$ cat src/rtl/defines.vh
// rtl/defines.vh - global address and id widths shared by the pipeline blocks
`ifndef PIPELINE_DEFINES_VH
`define PIPELINE_DEFINES_VH

`define ADDRESS_WIDTH 16
`define ID_WIDTH 4

`endif

$ cat src/rtl/pipeline_pkg.sv
// rtl/pipeline_pkg.sv - shared types and constants for the address pipeline
//
// Purpose: arbiter FSM encoding, burst counter width, and the global
// address/id widths re-exported as package parameters.
`include "defines.vh"

package pipeline_pkg;

  typedef enum logic [1:0] {
    IDLE    = 2'd0,
    STREAM  = 2'd1,
    BLOCKED = 2'd2
  } arb_state_t;

  localparam int BURST_CNT_W = 8;
  localparam int ADDR_W      = `ADDRESS_WIDTH;
  localparam int ID_W        = `ID_WIDTH;

endpackage

$ cat src/rtl/rr_priority_pick.sv
// rtl/rr_priority_pick.sv - combinational round-robin first-set-bit picker
//
// Purpose: find the first set bit of req searching upward from ptr, wrapping.
// Ports:
//   req   in  NUM_REQ  request vector
//   ptr   in  PTR_W    search start index (must be < NUM_REQ)
//   grant out NUM_REQ  one-hot winner (all zero when nothing requested)
//   idx   out PTR_W    binary winner index (0 when nothing requested)
//   any   out 1        at least one request present
module rr_priority_pick #(
  parameter int NUM_REQ = 4,
  parameter int PTR_W   = $clog2(NUM_REQ)
) (
  input  logic [NUM_REQ-1:0] req,
  input  logic [PTR_W-1:0]   ptr,
  output logic [NUM_REQ-1:0] grant,
  output logic [PTR_W-1:0]   idx,
  output logic               any
);

  // One extra bit so ptr + offset can reach 2*NUM_REQ-2 before the wrap.
  localparam int SUM_W = PTR_W + 1;

  logic [SUM_W-1:0] sum;
  logic [PTR_W-1:0] cand;

  always_comb begin
    grant = '0;
    idx   = '0;
    any   = 1'b0;
    sum   = '0;
    cand  = '0;
    for (int i = 0; i < NUM_REQ; i++) begin
      sum = {1'b0, ptr} + SUM_W'(i);
      // Single conditional subtract is enough since both terms are < NUM_REQ.
      if (sum >= SUM_W'(NUM_REQ)) begin
        cand = PTR_W'(sum - SUM_W'(NUM_REQ));
      end else begin
        cand = PTR_W'(sum);
      end
      if (!any && req[cand]) begin
        any         = 1'b1;
        grant[cand] = 1'b1;
        idx         = cand;
      end
    end
  end

endmodule

$ cat src/rtl/pipeline_ingress_arbiter.sv
// rtl/pipeline_ingress_arbiter.sv - round-robin burst arbiter feeding the pipeline head
//
// Purpose: shares the pipeline head between NUM_REQ requesters with a
// per-owner burst allowance, an enable mask and a source tag, behind one
// registered output slot.
// Ports:
//   clk, reset_n           clock, asynchronous active-low reset
//   req_enable/req_valid   per-requester mask and valid
//   req_address/req_id     flattened per-requester payload, slice i = requester i
//   req_stall              1 = requester not accepted this cycle, hold data
//   out_address/out_id     registered payload to the pipeline head
//   out_src/out_valid      winning requester index, slot occupied
//   in_stall               stall from the pipeline head
//   state                  debug view of the FSM
module pipeline_ingress_arbiter
  import pipeline_pkg::*;
#(
  parameter int NUM_REQ   = 4,
  parameter int BURST_LEN = 4,
  parameter int SRC_WIDTH = $clog2(NUM_REQ)
) (
  input  logic                      clk,
  input  logic                      reset_n,
  input  logic [NUM_REQ-1:0]        req_enable,
  input  logic [NUM_REQ-1:0]        req_valid,
  input  logic [NUM_REQ*ADDR_W-1:0] req_address,
  input  logic [NUM_REQ*ID_W-1:0]   req_id,
  output logic [NUM_REQ-1:0]        req_stall,
  output logic [ADDR_W-1:0]         out_address,
  output logic [ID_W-1:0]           out_id,
  output logic [SRC_WIDTH-1:0]      out_src,
  output logic                      out_valid,
  input  logic                      in_stall,
  output logic [1:0]                state
);

  logic [NUM_REQ-1:0]   elig;
  logic [NUM_REQ-1:0]   grant;
  logic [SRC_WIDTH-1:0] win;
  logic                 any;
  logic                 load_en;
  logic                 accept;
  logic                 burst_done;

  logic [SRC_WIDTH-1:0]   ptr_q, ptr_d;
  logic [SRC_WIDTH-1:0]   owner_q, owner_d;
  logic [BURST_CNT_W-1:0] burst_cnt_q, burst_cnt_d;
  logic [ADDR_W-1:0]      out_address_q, out_address_d;
  logic [ID_W-1:0]        out_id_q, out_id_d;
  logic [SRC_WIDTH-1:0]   out_src_q, out_src_d;
  logic                   out_valid_q, out_valid_d;
  arb_state_t             state_q, state_d;

  function automatic logic [SRC_WIDTH-1:0] next_idx(input logic [SRC_WIDTH-1:0] i);
    return (i == SRC_WIDTH'(NUM_REQ - 1)) ? '0 : i + SRC_WIDTH'(1);
  endfunction

  assign elig    = req_valid & req_enable;
  assign load_en = !(in_stall && out_valid_q);
  assign accept  = load_en && any;

  rr_priority_pick #(
    .NUM_REQ (NUM_REQ),
    .PTR_W   (SRC_WIDTH)
  ) u_pick (
    .req   (elig),
    .ptr   (ptr_q),
    .grant (grant),
    .idx   (win),
    .any   (any)
  );

  // reset_n gates the stall so nothing looks accepted while the flops are held.
  assign req_stall = (reset_n && accept) ? ~grant : '1;

  // Output slot: reloads whenever not held; an empty pick drains it.
  always_comb begin
    out_valid_d   = out_valid_q;
    out_address_d = out_address_q;
    out_id_d      = out_id_q;
    out_src_d     = out_src_q;
    if (load_en) begin
      out_valid_d = any;
      if (any) begin
        out_src_d = win;
        for (int i = 0; i < NUM_REQ; i++) begin
          if (grant[i]) begin
            out_address_d = req_address[i*ADDR_W +: ADDR_W];
            out_id_d      = req_id[i*ID_W +: ID_W];
          end
        end
      end
    end
  end

  assign burst_done = ({1'b0, burst_cnt_q} + (BURST_CNT_W+1)'(1)) >= (BURST_CNT_W+1)'(BURST_LEN);

  // Burst tracking: ptr parks on the owner until its allowance is spent.
  // Any cycle without an accept ends the burst but leaves priority alone.
  always_comb begin
    ptr_d       = ptr_q;
    owner_d     = owner_q;
    burst_cnt_d = burst_cnt_q;
    if (accept) begin
      if (win == owner_q) begin
        if (burst_done) begin
          ptr_d       = next_idx(win);
          burst_cnt_d = '0;
        end else begin
          ptr_d       = win;
          burst_cnt_d = burst_cnt_q + BURST_CNT_W'(1);
        end
      end else begin
        owner_d     = win;
        burst_cnt_d = BURST_CNT_W'(1);
        ptr_d       = (BURST_LEN == 1) ? next_idx(win) : win;
      end
    end else begin
      burst_cnt_d = '0;
    end
  end

  // FSM tracks what the slot will hold next cycle.
  always_comb begin
    state_d = state_q;
    case (state_q)
      IDLE: begin
        if (accept) state_d = STREAM;
      end
      STREAM: begin
        if (!load_en)     state_d = BLOCKED;
        else if (!accept) state_d = IDLE;
      end
      BLOCKED: begin
        if (load_en) state_d = accept ? STREAM : IDLE;
      end
      default: state_d = IDLE;
    endcase
  end

  always_ff @(posedge clk or negedge reset_n) begin
    if (!reset_n) begin
      ptr_q         <= '0;
      owner_q       <= '0;
      burst_cnt_q   <= '0;
      out_address_q <= '0;
      out_id_q      <= '0;
      out_src_q     <= '0;
      out_valid_q   <= 1'b0;
      state_q       <= IDLE;
    end else begin
      ptr_q         <= ptr_d;
      owner_q       <= owner_d;
      burst_cnt_q   <= burst_cnt_d;
      out_address_q <= out_address_d;
      out_id_q      <= out_id_d;
      out_src_q     <= out_src_d;
      out_valid_q   <= out_valid_d;
      state_q       <= state_d;
    end
  end

  assign out_address = out_address_q;
  assign out_id      = out_id_q;
  assign out_src     = out_src_q;
  assign out_valid   = out_valid_q;
  assign state       = state_q;

endmodule

$ cat config.mk
export PLATFORM = sky130hd
export DESIGN_NAME = pipeline_ingress_arbiter
export DESIGN_NICKNAME = d
export VERILOG_FILES = /design/src/rtl/pipeline_pkg.sv /design/src/rtl/rr_priority_pick.sv /design/src/rtl/pipeline_ingress_arbiter.sv
export VERILOG_INCLUDE_DIRS = /design/src /design/src/rtl
export SDC_FILE = /design/constraint.sdc
export NUM_CORES = 1
export LEC_CHECK = 0
export BUFFER_PORTS_ARGS = -buffer_cell sky130_fd_sc_hd__buf_2
export CORE_AREA = 2 2 83 85
export CTS_CLUSTER_DIAMETER = 200
export DETAILED_ROUTE_END_ITERATION = 10
export DIE_AREA = 0 0 85 87
export PLACE_DENSITY_LB_ADDON = 0.05
export SYNTH_ARGS = -nofsm -noshare
export SYNTH_HDL_FRONTEND = slang
export SYNTH_SLANG_ARGS = --single-unit
export TNS_END_PERCENT = 10
$ cat constraint.sdc
create_clock -name clk -period 3.6 [get_ports clk]
set_clock_uncertainty 0.1 [all_clocks]
set_input_delay 0.18 -clock clk [delete_from_list [all_inputs] [get_ports clk]]
set_output_delay 0.18 -clock clk [all_outputs]
set_load 0.01 [all_outputs]
==> results of run 1 <==
[report_power, final]
group	switching (mW)	leakage [nW]	total [mW]	internal, mW
Sequential	0.102	0.427	0.680	0.578
Clock	0.167	0.0364	0.303	0.136
Combinational	1.27	1.28	2.12	0.849
[routing by layer]
| layer | share of wire | track usage |
|---|---|---|
| met1 | 0.46 | 0.3349 |
| met2 | 0.45 | 0.3509 |
| met3 | 0.073 | 0.04455 |
| met4 | 0.020 | 0.06349 |
| met5 | 0 | 0 |
[cells by family after synthesis]
logic type,Yosys count
AOI/OAI and AO/OA,139
and+or+nand+nor,77
buffers and inverters,51
DFF,37
adders and majority gates,10
xor gates and xnor gates,4
muxes,3
other,1
[stage by stage]
stage	instances	util	setup WS (ns)	hold slack [ns]
finish	518	0.5583	0.2711	0.08197
CTS	517	0.5549	0.1932	0.07451
global placement	508	0.5394	0.4244	0.08935
floorplan	327	-	0.8763	-0.2156
detailed placement	508	0.5394	0.3883	0.08750
global route	518	0.5583	0.008298	0.07611
[worst max-delay path: stages (launching register included)]
cell	delay [ns]
dfrtp_1	0.48
inv_1	0.18
ha_1	0.44
nand2_1	0.10
o22ai_1	0.35
o21ai_1	0.15
a31oi_2	0.26
buf_6	0.25
or2_4	0.26
nand3_1	0.10
buf_2	0.17
[sequential cells by signal, summed over array words and instances (netlist names)]
signal / cells
state: 2
owner_q: 2
ptr_q: 2
out_id: 4
out_address: 16
out_src: 2
burst_cnt_q: 8
out_valid: 1
[what timing repair did]
item                                    in CTS  in global routing
endpoints found under the hold margin       19                  0
gates resized for setup                      0                  2
endpoints found under the setup margin       0                  2
hold buffers                                 1                  0
[worst max path at each step]
stage | start | end | depth (start not counted)
finish | ptr_q[1]$_DFFE_PN0P_ | req_stall[2] | 10
global route | ptr_q[1]$_DFFE_PN0P_ | req_stall[3] | 7
CTS | ptr_q[1]$_DFFE_PN0P_ | req_stall[2] | 10
detailed placement | ptr_q[1]$_DFFE_PN0P_ | out_address[4]$_DFFE_PN0P_ | 9
global placement | ptr_q[1]$_DFFE_PN0P_ | out_address[4]$_DFFE_PN0P_ | 9
floorplan | ptr_q[0]$_DFFE_PN0P_ | out_id[0]$_DFFE_PN0P_ | 11
[cells in the mapped netlist (all sizes together)]
cell / n / share of area
o21ai: 6 / 0.010
o22ai: 2 / 0.0043
nand4: 4 / 0.0086
a31o: 1 / 0.0030
o41ai: 1 / 0.0056
a22o: 1 / 0.0030
nand3: 8 / 0.014
nor3: 3 / 0.0052
xnor2: 3 / 0.0090
nor4bb: 1 / 0.0056
and2: 5 / 0.013
a21o: 4 / 0.010
xor2: 1 / 0.0030
o21a: 23 / 0.059
nand2: 17 / 0.022
conb: 1 / 0.0013
a211oi: 3 / 0.0078
buf: 18 / 0.044
and3: 1 / 0.0022
or4: 1 / 0.0026
nor4: 2 / 0.0086
o311ai: 20 / 0.060
nor3b: 20 / 0.052
a32oi: 20 / 0.060
ha: 10 / 0.043
or2: 2 / 0.0052
o211ai: 3 / 0.0078
a31oi: 4 / 0.011
o21bai: 21 / 0.054
nand3b: 1 / 0.0026
a311o: 1 / 0.0034
o22a: 1 / 0.0030
mux4: 3 / 0.023
inv: 23 / 0.030
nand2b: 2 / 0.0043
a21oi: 26 / 0.045
dfrtp: 37 / 0.32
a2111oi: 1 / 0.0052
a211o: 1 / 0.0030
nor2: 10 / 0.013
clkbuf: 10 / 0.013
[cell type report]
type	instances	area, sq um	share of cell area
Timing Repair Buffer	130	684.4	0.1866
Multi-Input combinational cell	240	1779	0.4852
Sequential cell	37	925.9	0.2525
Clock inverter	3	22.52	0.006141
Tap cell	80	100.1	0.02729
Clock buffer	5	68.82	0.01876
Inverter	23	86.33	0.02354
[cell usage in the layout (no fill, tap or decap), types with 6 or more instances in the layout]
cell / count
o21bai_1: 21
nand3_1: 8
buf_4: 9
conb_1: 6
ha_1: 10
dfrtp_1: 37
o21a_1: 23
a32oi_1: 20
inv_1: 22
a21oi_1: 26
nand2_1: 17
buf_2: 119
nor2_1: 10
o311ai_1: 20
nor3b_1: 20
==> flow_summary.json, run 1 <==
{
  "ant_nets": 0,
  "drtIter0Drc": 128,
  "synth_mux_area_frac": 0.02327,
  "synthXorXnorAreaFrac": 0.01206,
  "vias_per_cell": 5.867,
  "initial_core_util": 0.4421,
  "period_share": 0.9247,
  "placed_area_sq_um": 3543,
  "clockBufferDepth": 2,
  "gp_congestion": 0.9206,
  "power_mw": 3.103,
  "synth-seq-cells": 37,
  "synthAdderAreaFrac": 0.04308,
  "syn_inst": 322,
  "path_class": "flip-flop to primary output",
  "worstReg2RegEnd": "out_address[10]$_DFFE_PN0P_",
  "path_max_fanout": 22,
  "endpoint_kind": "primary output",
  "grt_pass1_vias": 2761,
  "cp.arrival_ns": 3.05,
  "period_needed_ns": 3.329,
  "max_slew_margin": 0.4365,
  "r2r_slack_ns": 0.40,
  "cts_tree": "yes",
  "worst_pin_slew_ns": 0.8453,
  "clock.fmax_ghz": 0.3004,
  "clock_latency_ns": 0.30,
  "vias": 3039,
  "synth_area_per_cell_sq_um": 9.019,
  "clock_sinks": 37,
  "die_w_microns": 85,
  "grt.total_usage": 0.2303,
  "finalHoldViolations": 0,
  "htree_levels": 2,
  "fp.dieArea_sq_um": 7395,
  "start_kind": "flip-flop",
  "p_leak_nw": 1.742,
  "wl_mm": 8.671,
  "root_buffer": "clkbuf_8",
  "ir_worst_vdd_uv": 656.4,
  "num_antenna_cells": 0,
  "grt_overflow_total": 0,
  "nets": 538,
  "synth_compound_area_frac": 0.3567,
  "synthSimpleGateAreaFrac": 0.1581,
  "drv_slew": 0,
  "clkTransAtPathRegs_ns": 0.08,
  "num_rows": 30,
  "setup_viol": 0,
  "area_growth_pct": 26.28,
  "outcome": "finished, final reports clean",
  "drive_gt1_frac": 0.3516,
  "ys_types": 49,
  "hpwl_mm": 5.996,
  "required_ns": 3.32,
  "drt-pass1-iter-count": 5,
  "post_cts_buffers": 0,
  "grt_max_degree": 42,
  "synth_top_family_by_area": "compound AO/OA/AOI/OAI gates",
  "fill_cells": 609,
  "drc_errors": 0,
  "final_cell_area_sq_um": 3667,
  "ys_warn_count": 0,
  "coreArea_sq_um": 6569,
  "holdPathStages": 3,
  "rsz0062_at_grt": "false",
  "die_h_microns": 87,
  "syn_area_sq_um": 2904,
  "power_density_nw_per_um2": 846.1,
  "portBuffers": 119,
  "maxCapViolCount": 0,
  "worst-r2r-cell-count": 10,
  "io_pins": 120,
  "tns_ns": 0,
  "grt_pass1_wl_mm": 13.64,
  "ys_seq_area_frac": 0.3188,
  "avgRoutedWirePerCell_microns": 16.74,
  "worstHoldStart": "in_stall",
  "cts_buffers": 5,
  "hp-class": "input pin to flip-flop",
  "antenna_found_initial": 0,
  "min_to": "out_valid$_DFFE_PN0N_",
  "r2r_start": "ptr_q[1]$_DFFE_PN0P_"
}
No activity file was read; power rests on OpenSTA's default activity.
==> run 2, diff against run 1 <==
Settings changed: ABC_AREA set to 1, SLEW_MARGIN set to 20.
==> run 2 against run 1 <==
Synthesized cell count rose by 38%. Via count is 2.8% higher. Non-clock buffer count shrank 3. Worst hold slack worse by 0.0057 ns. Flip-flop and latch count unchanged. Design area is 1.7% lower. Clock power is 9.2% lower. Critical path depth is 5 higher. Largest cell class unchanged. Largest power group unchanged.
==> flow_summary.json, run 2 <==
{
  "cp.arrival_ns": 3.31,
  "synth-seq-cells": 37,
  "grt_max_degree": 42,
  "clock.fmax_ghz": 0.3095,
  "outcome": "finished, final reports clean",
  "setup_ws_ns": 0.3688,
  "endpoint_kind": "flip-flop",
  "avgRoutedWirePerCell_microns": 12.13,
  "die_w_microns": 85,
  "num_antenna_cells": 0,
  "ys_warn_count": 0,
  "routed-wl-met3_microns": 432,
  "io_pins": 120,
  "clkTransAtPathRegs_ns": 0.07,
  "synth_top_area_frac": 0.3217,
  "met1Wirelength_mm": 3.548,
  "drc_errors": 0,
  "top_layer": "met4",
  "crit_family": "simple AND/OR/NAND/NOR gates",
  "drv_slew": 0,
  "syn_inst": 444,
  "initial_core_util": 0.4381,
  "gp_congestion": 0.8153,
  "finalHoldViolations": 0,
  "synth.most_common_cell": "nand2_1",
  "synth_area_leader_cell": "dfrtp_1",
  "post_cts_buffers": 0,
  "die_h_microns": 87,
  "slowest_stage": "nor2_2",
  "period_needed_ns": 3.231,
  "nets": 664,
  "ys.flop_type": "dfrtp_1",
  "max_slew_margin": 0.4052,
  "power_density_nw_per_um2": 1013,
  "synth_edf_count": 0,
  "portBuffers": 119,
  "drive_gt1_frac": 0.2855,
  "crit_top_cell": "nand2_1",
  "grt_pass1_wl_mm": 13.24,
  "clock_sinks": 37,
  "cts_tree": "yes",
  "drt-pass1-iter-count": 5,
  "maxCapViolCount": 0,
  "synth-async-reset-ratio": 1.000,
  "largest_reg_flops": 16,
  "root_buffer": "clkbuf_8",
  "p_leak_nw": 2.157,
  "cts_buffers": 5,
  "tns_ns": 0,
  "rsz0062_at_grt": "false",
  "clockBufferDepth": 2,
  "htree_levels": 2,
  "fp.dieArea_sq_um": 7395,
  "worst_pin_slew_ns": 0.8912,
  "path_buf_inv": 3,
  "drtIter0Drc": 174,
  "fin_util": 0.5488,
  "hpwl_mm": 5.987,
  "place_ws_ns": 0.3524,
  "vias": 3125,
  "grt_overflow_total": 0,
  "vias_per_cell": 4.852,
  "coreArea_sq_um": 6569,
  "required_ns": 3.68,
  "ir_worst_vdd_uv": 661.7,
  "synth_common_cells": "nand2_1 (193), nand3_1 (60), inv_1 (40)",
  "wl_mm": 7.811,
  "path_max_fanout": 21,
  "grt.total_usage": 0.2212,
  "ant_nets": 0,
  "path_class": "flip-flop to flip-flop",
  "area_growth_pct": 25.26,
  "hp-class": "input pin to flip-flop",
  "setup_viol": 0,
  "mostFrequentLayoutCells": "nand2_1 (193), buf_2 (119), nand3_1 (60), inv_1 (40), dfrtp_1 (37)",
  "num_rows": 30,
  "clock_latency_ns": 0.29,
  "ys_types": 31,
  "ys_seq_area_frac": 0.3217,
  "met2WireLength_mm": 3.738,
  "path_cells": "inv_6 > ha_1 > inv_1 > nand3_2 > nand2_4 > nand3_1 > nor2_1 > nor2_2 > nand2_2 > nor2_1 > nand2_1 > nand2_2 > inv_2 > nand2_1 > nand2_1",
  "critPathMaxStageDelay_ns": 0.70,
  "period_share": 0.8975,
  "grt_pass1_vias": 2943,
  "layout_commonest_cell": "nand2_1",
  "start_kind": "flip-flop",
  "syn_area_sq_um": 2878,
  "antenna_found_initial": 0,
  "yosys-top-cells-area": "dfrtp_1 (32%), nand2_1 (25%), nand3_1 (10%)",
  "fill_cells": 662,
  "synth_area_per_cell_sq_um": 6.481
}
[run 2: cell count changes in the layout (fill, tap and decap cells not counted), sizes merged, moves of 4 or more]
cell    delta
nand2    +183
nand3     +62
o21a      -23
inv       +22
o21bai    -21
a32oi     -20
nor3b     -20
o311ai    -20
nor2      +11
and2       -5
a21o       -4
a31oi      -4
[run 2: kinds of logic after synthesis]
logic type / after synthesis / share of synthesized area
adders and majority gates: 10 / 0.04348
AOI/OAI and AO/OA: 30 / 0.05826
buffers and inverters: 65 / 0.1065
and+or+nand+nor: 300 / 0.4657
xor gates and xnor gates: 1 / 0.003044
other: 1 / 0.001303
DFF: 37 / 0.3217
[run 2: final cells by class]
cell class / count / area [sq um] / share of cell area
clock buffers: 6 / 72.57 / 0.02013
clock inverters: 2 / 10.01 / 0.002777
multi-input cells: 347 / 1664 / 0.4616
repair buffers: 127 / 658.1 / 0.1826
flip-flops and latches: 37 / 925.9 / 0.2569
inverters: 45 / 173.9 / 0.04825
well taps: 80 / 100.1 / 0.02777
[run 2: per-stage QoR]
stage	cell area, sq um	cells	total power [mW]	hold WS, ns
2_1_floorplan	2897	449	2.857	-0.2156
3_3_place_gp	3512	635	3.365	0.1598
3_5_place_dp	3512	635	3.404	0.1535
4_1_cts	3605	644	3.692	0.06954
5_1_grt	3605	644	4.153	0.09648
6_report	3605	644	3.651	0.07630
[run 2: path summary, 6_finish.rpt]
path                                       start                          end  slack (ns)  cells past startpoint
max                         ptr_q[0]$_DFFE_PN0P_  out_address[10]$_DFFE_PN0P_        0.37                     15
min                              req_address[52]   out_address[4]$_DFFE_PN0P_        0.08                      5
max reg2reg                 ptr_q[0]$_DFFE_PN0P_  out_address[10]$_DFFE_PN0P_        0.37                     15
min reg2reg                out_id[0]$_DFFE_PN0P_        out_id[0]$_DFFE_PN0P_        0.37                      2
max in group asynchronous                reset_n   out_address[0]$_DFFE_PN0P_        2.68                      3
min in group asynchronous                reset_n   out_address[5]$_DFFE_PN0P_        0.37                      3
[run 2: routing by layer]
metal | vias to the layer above | track usage
li1 | 1631 | -
met2 | 75 | 0.3828
met5 | - | 0
met1 | 1408 | 0.2882
met3 | 11 | 0.03981
met4 | 0 | 0.05195
[run 2: tightest hold or removal path, delay by kind of cell]
kind,cells,cell delay (ns)
simple gates,4,0.17
buf+inv,1,0.08
[run 2: timing repair]
action,4_1_cts,5_1_grt
hold buffers,1,0
gates resized for setup,0,0
endpoints found under the hold margin,37,0
[run 2: power breakdown]
| part | switching (mW) | total, mW | leakage, nW | internal, mW |
|---|---|---|---|---|
| Combinational | 1.76 | 2.66 | 1.66 | 0.900 |
| Clock | 0.141 | 0.275 | 0.0450 | 0.134 |
| Sequential | 0.103 | 0.713 | 0.451 | 0.609 |
==> run 3, diff against run 2 <==
Settings changed: REMOVE_ABC_BUFFERS set to 1.
==> run 3 against run 2 <==
Critical endpoint is now req_stall[1]. Design area increased by 1.7%. Non-clock buffer count unchanged. Critical path depth decreased by 4. Combinational power about the same. Power increased by 5.0%. Largest cell class unchanged. Wire length increased by 0.14%.
==> flow_summary.json, run 3 (synthesis results as in run 2) <==
{
  "power_density_nw_per_um2": 1046,
  "vias": 3053,
  "die_w_microns": 85,
  "rsz0062_at_grt": "false",
  "cts_buffers": 5,
  "cts_tree": "yes",
  "seqCellArea_sq_um": 925.9,
  "io_pins": 120,
  "nets": 664,
  "slowest_stage": "dfrtp_1",
  "grt_max_degree": 41,
  "tns_ns": 0,
  "cp.arrival_ns": 2.76,
  "setup_viol": 0,
  "num_antenna_cells": 0,
  "largest_reg_flops": 16,
  "path_cells": "inv_6 > ha_1 > inv_1 > nand3_2 > nand2_4 > nand3_1 > nor2_1 > nor2_4 > nand2_2 > nand2_1 > buf_2",
  "coreArea_sq_um": 6569,
  "critPathMaxStageDelay_ns": 0.42,
  "drt-pass1-iter-count": 4,
  "die_h_microns": 87,
  "layout_commonest_cell": "nand2_1",
  "mostFrequentLayoutCells": "nand2_1 (193), buf_2 (119), nand3_1 (60), inv_1 (40), dfrtp_1 (37)",
  "grt_overflow_total": 0,
  "period_share": 0.8445,
  "root_buffer": "clkbuf_8",
  "period_needed_ns": 3.040,
  "path_class": "flip-flop to primary output",
  "grt_pass1_wl_mm": 12.70,
  "ir_worst_vdd_uv": 604.9,
  "num_rows": 30,
  "portBuffers": 119,
  "worst_pin_slew_ns": 0.6343,
  "avgRoutedWirePerCell_microns": 12.15,
  "initial_core_util": 0.4381,
  "hpwl_mm": 5.797,
  "drive_gt1_frac": 0.2872,
  "clockBufferDepth": 2,
  "finalHoldViolations": 0,
  "drv_slew": 0,
  "max_slew_margin": 0.5767,
  "clock_sinks": 37,
  "clock.fmax_ghz": 0.3289,
  "drc_errors": 0,
  "multi_input_area_sq_um": 1669,
  "maxCapViolCount": 0,
  "p_leak_nw": 2.182,
  "wl_mm": 7.822,
  "start_kind": "flip-flop",
  "vias_per_cell": 4.741,
  "path_max_fanout": 22,
  "clkTransAtPathRegs_ns": 0.08,
  "drtIter0Drc": 128,
  "whs_ns": 0.06632,
  "antenna_found_initial": 0,
  "htree_levels": 2,
  "clock_latency_ns": 0.29,
  "area_growth_pct": 27.35,
  "required_ns": 3.32,
  "endpoint_kind": "primary output",
  "gp_congestion": 0.8517,
  "ant_nets": 0,
  "fill_cells": 666,
  "grt_pass1_vias": 2790,
  "hp-class": "input pin to flip-flop",
  "outcome": "finished, final reports clean",
  "grt.total_usage": 0.2125,
  "fp.dieArea_sq_um": 7395
}
==> run 3: worst max-delay path, delay by kind of cell (launching register included) <==
| kind | cells | cell delay, ns |
|---|---|---|
| flip-flops | 1 | 0.42 |
| AND/OR/NAND/NOR | 7 | 1.39 |
| buffers and inverters | 3 | 0.32 |
| adder cells (fa/ha/maj) | 1 | 0.34 |
==> run 3: routing by layer <==
layer	GRT usage	part of all wire
met2	0.3722	0.49
met3	0.05118	0.061
met1	0.2655	0.45
met5	0	0
met4	0.04762	0.0037
==> run 3: repair_timing <==
action	in CTS	in global routing
endpoints found under the hold margin	37	0
setup endpoints to repair	0	21
buffers inserted	0	0
gates resized for setup	0	1
hold buffers	1	0
==> run 3: worst paths after layout <==
kind                                   startpoint                     endpoint  slack, ns  depth (start not counted)
min in group asynchronous                 reset_n         ptr_q[0]$_DFFE_PN0P_       0.35                          3
setup / recovery             ptr_q[0]$_DFFE_PN0P_                 req_stall[1]       0.56                         11
hold reg to reg            out_src[0]$_DFFE_PN0P_       out_src[0]$_DFFE_PN0P_       0.38                          2
max in group asynchronous                 reset_n  out_address[14]$_DFFE_PN0P_       2.69                          3
setup reg to reg             ptr_q[0]$_DFFE_PN0P_   out_address[8]$_DFFE_PN0P_       0.57                         15
hold / removal                           in_stall        out_valid$_DFFE_PN0N_       0.07                          3
==> run 3: area by class of cell <==
cell class / count / area share
Clock buffer: 5 / 0.01878
Clock inverter: 3 / 0.01878
Inverter: 45 / 0.04746
Multi-Input combinational cell: 347 / 0.4554
Sequential cell: 37 / 0.2526
Tap cell: 80 / 0.02731
Timing Repair Buffer: 127 / 0.1796
==> run 3: metrics by stage <==
step	std cells	utilization	total power [mW]	area, sq um	setup WS [ns]
after CTS	644	0.5571	3.878	3660	0.1695
after detailed placement	635	0.5347	3.427	3512	0.2024
after floorplan	429	-	2.631	2764	0.4552
final	644	0.5579	3.835	3665	0.5598
after global routing	644	0.5579	4.276	3665	0.3128
after global placement	635	0.5347	3.374	3512	0.3024
==> run 3: power breakdown <==
group | switching (mW) | internal, mW | total, mW | leakage (nW)
sequential | 0.104 | 0.609 | 0.713 | 0.451
combinational | 1.78 | 0.908 | 2.68 | 1.66
clock | 0.159 | 0.279 | 0.438 | 0.0687
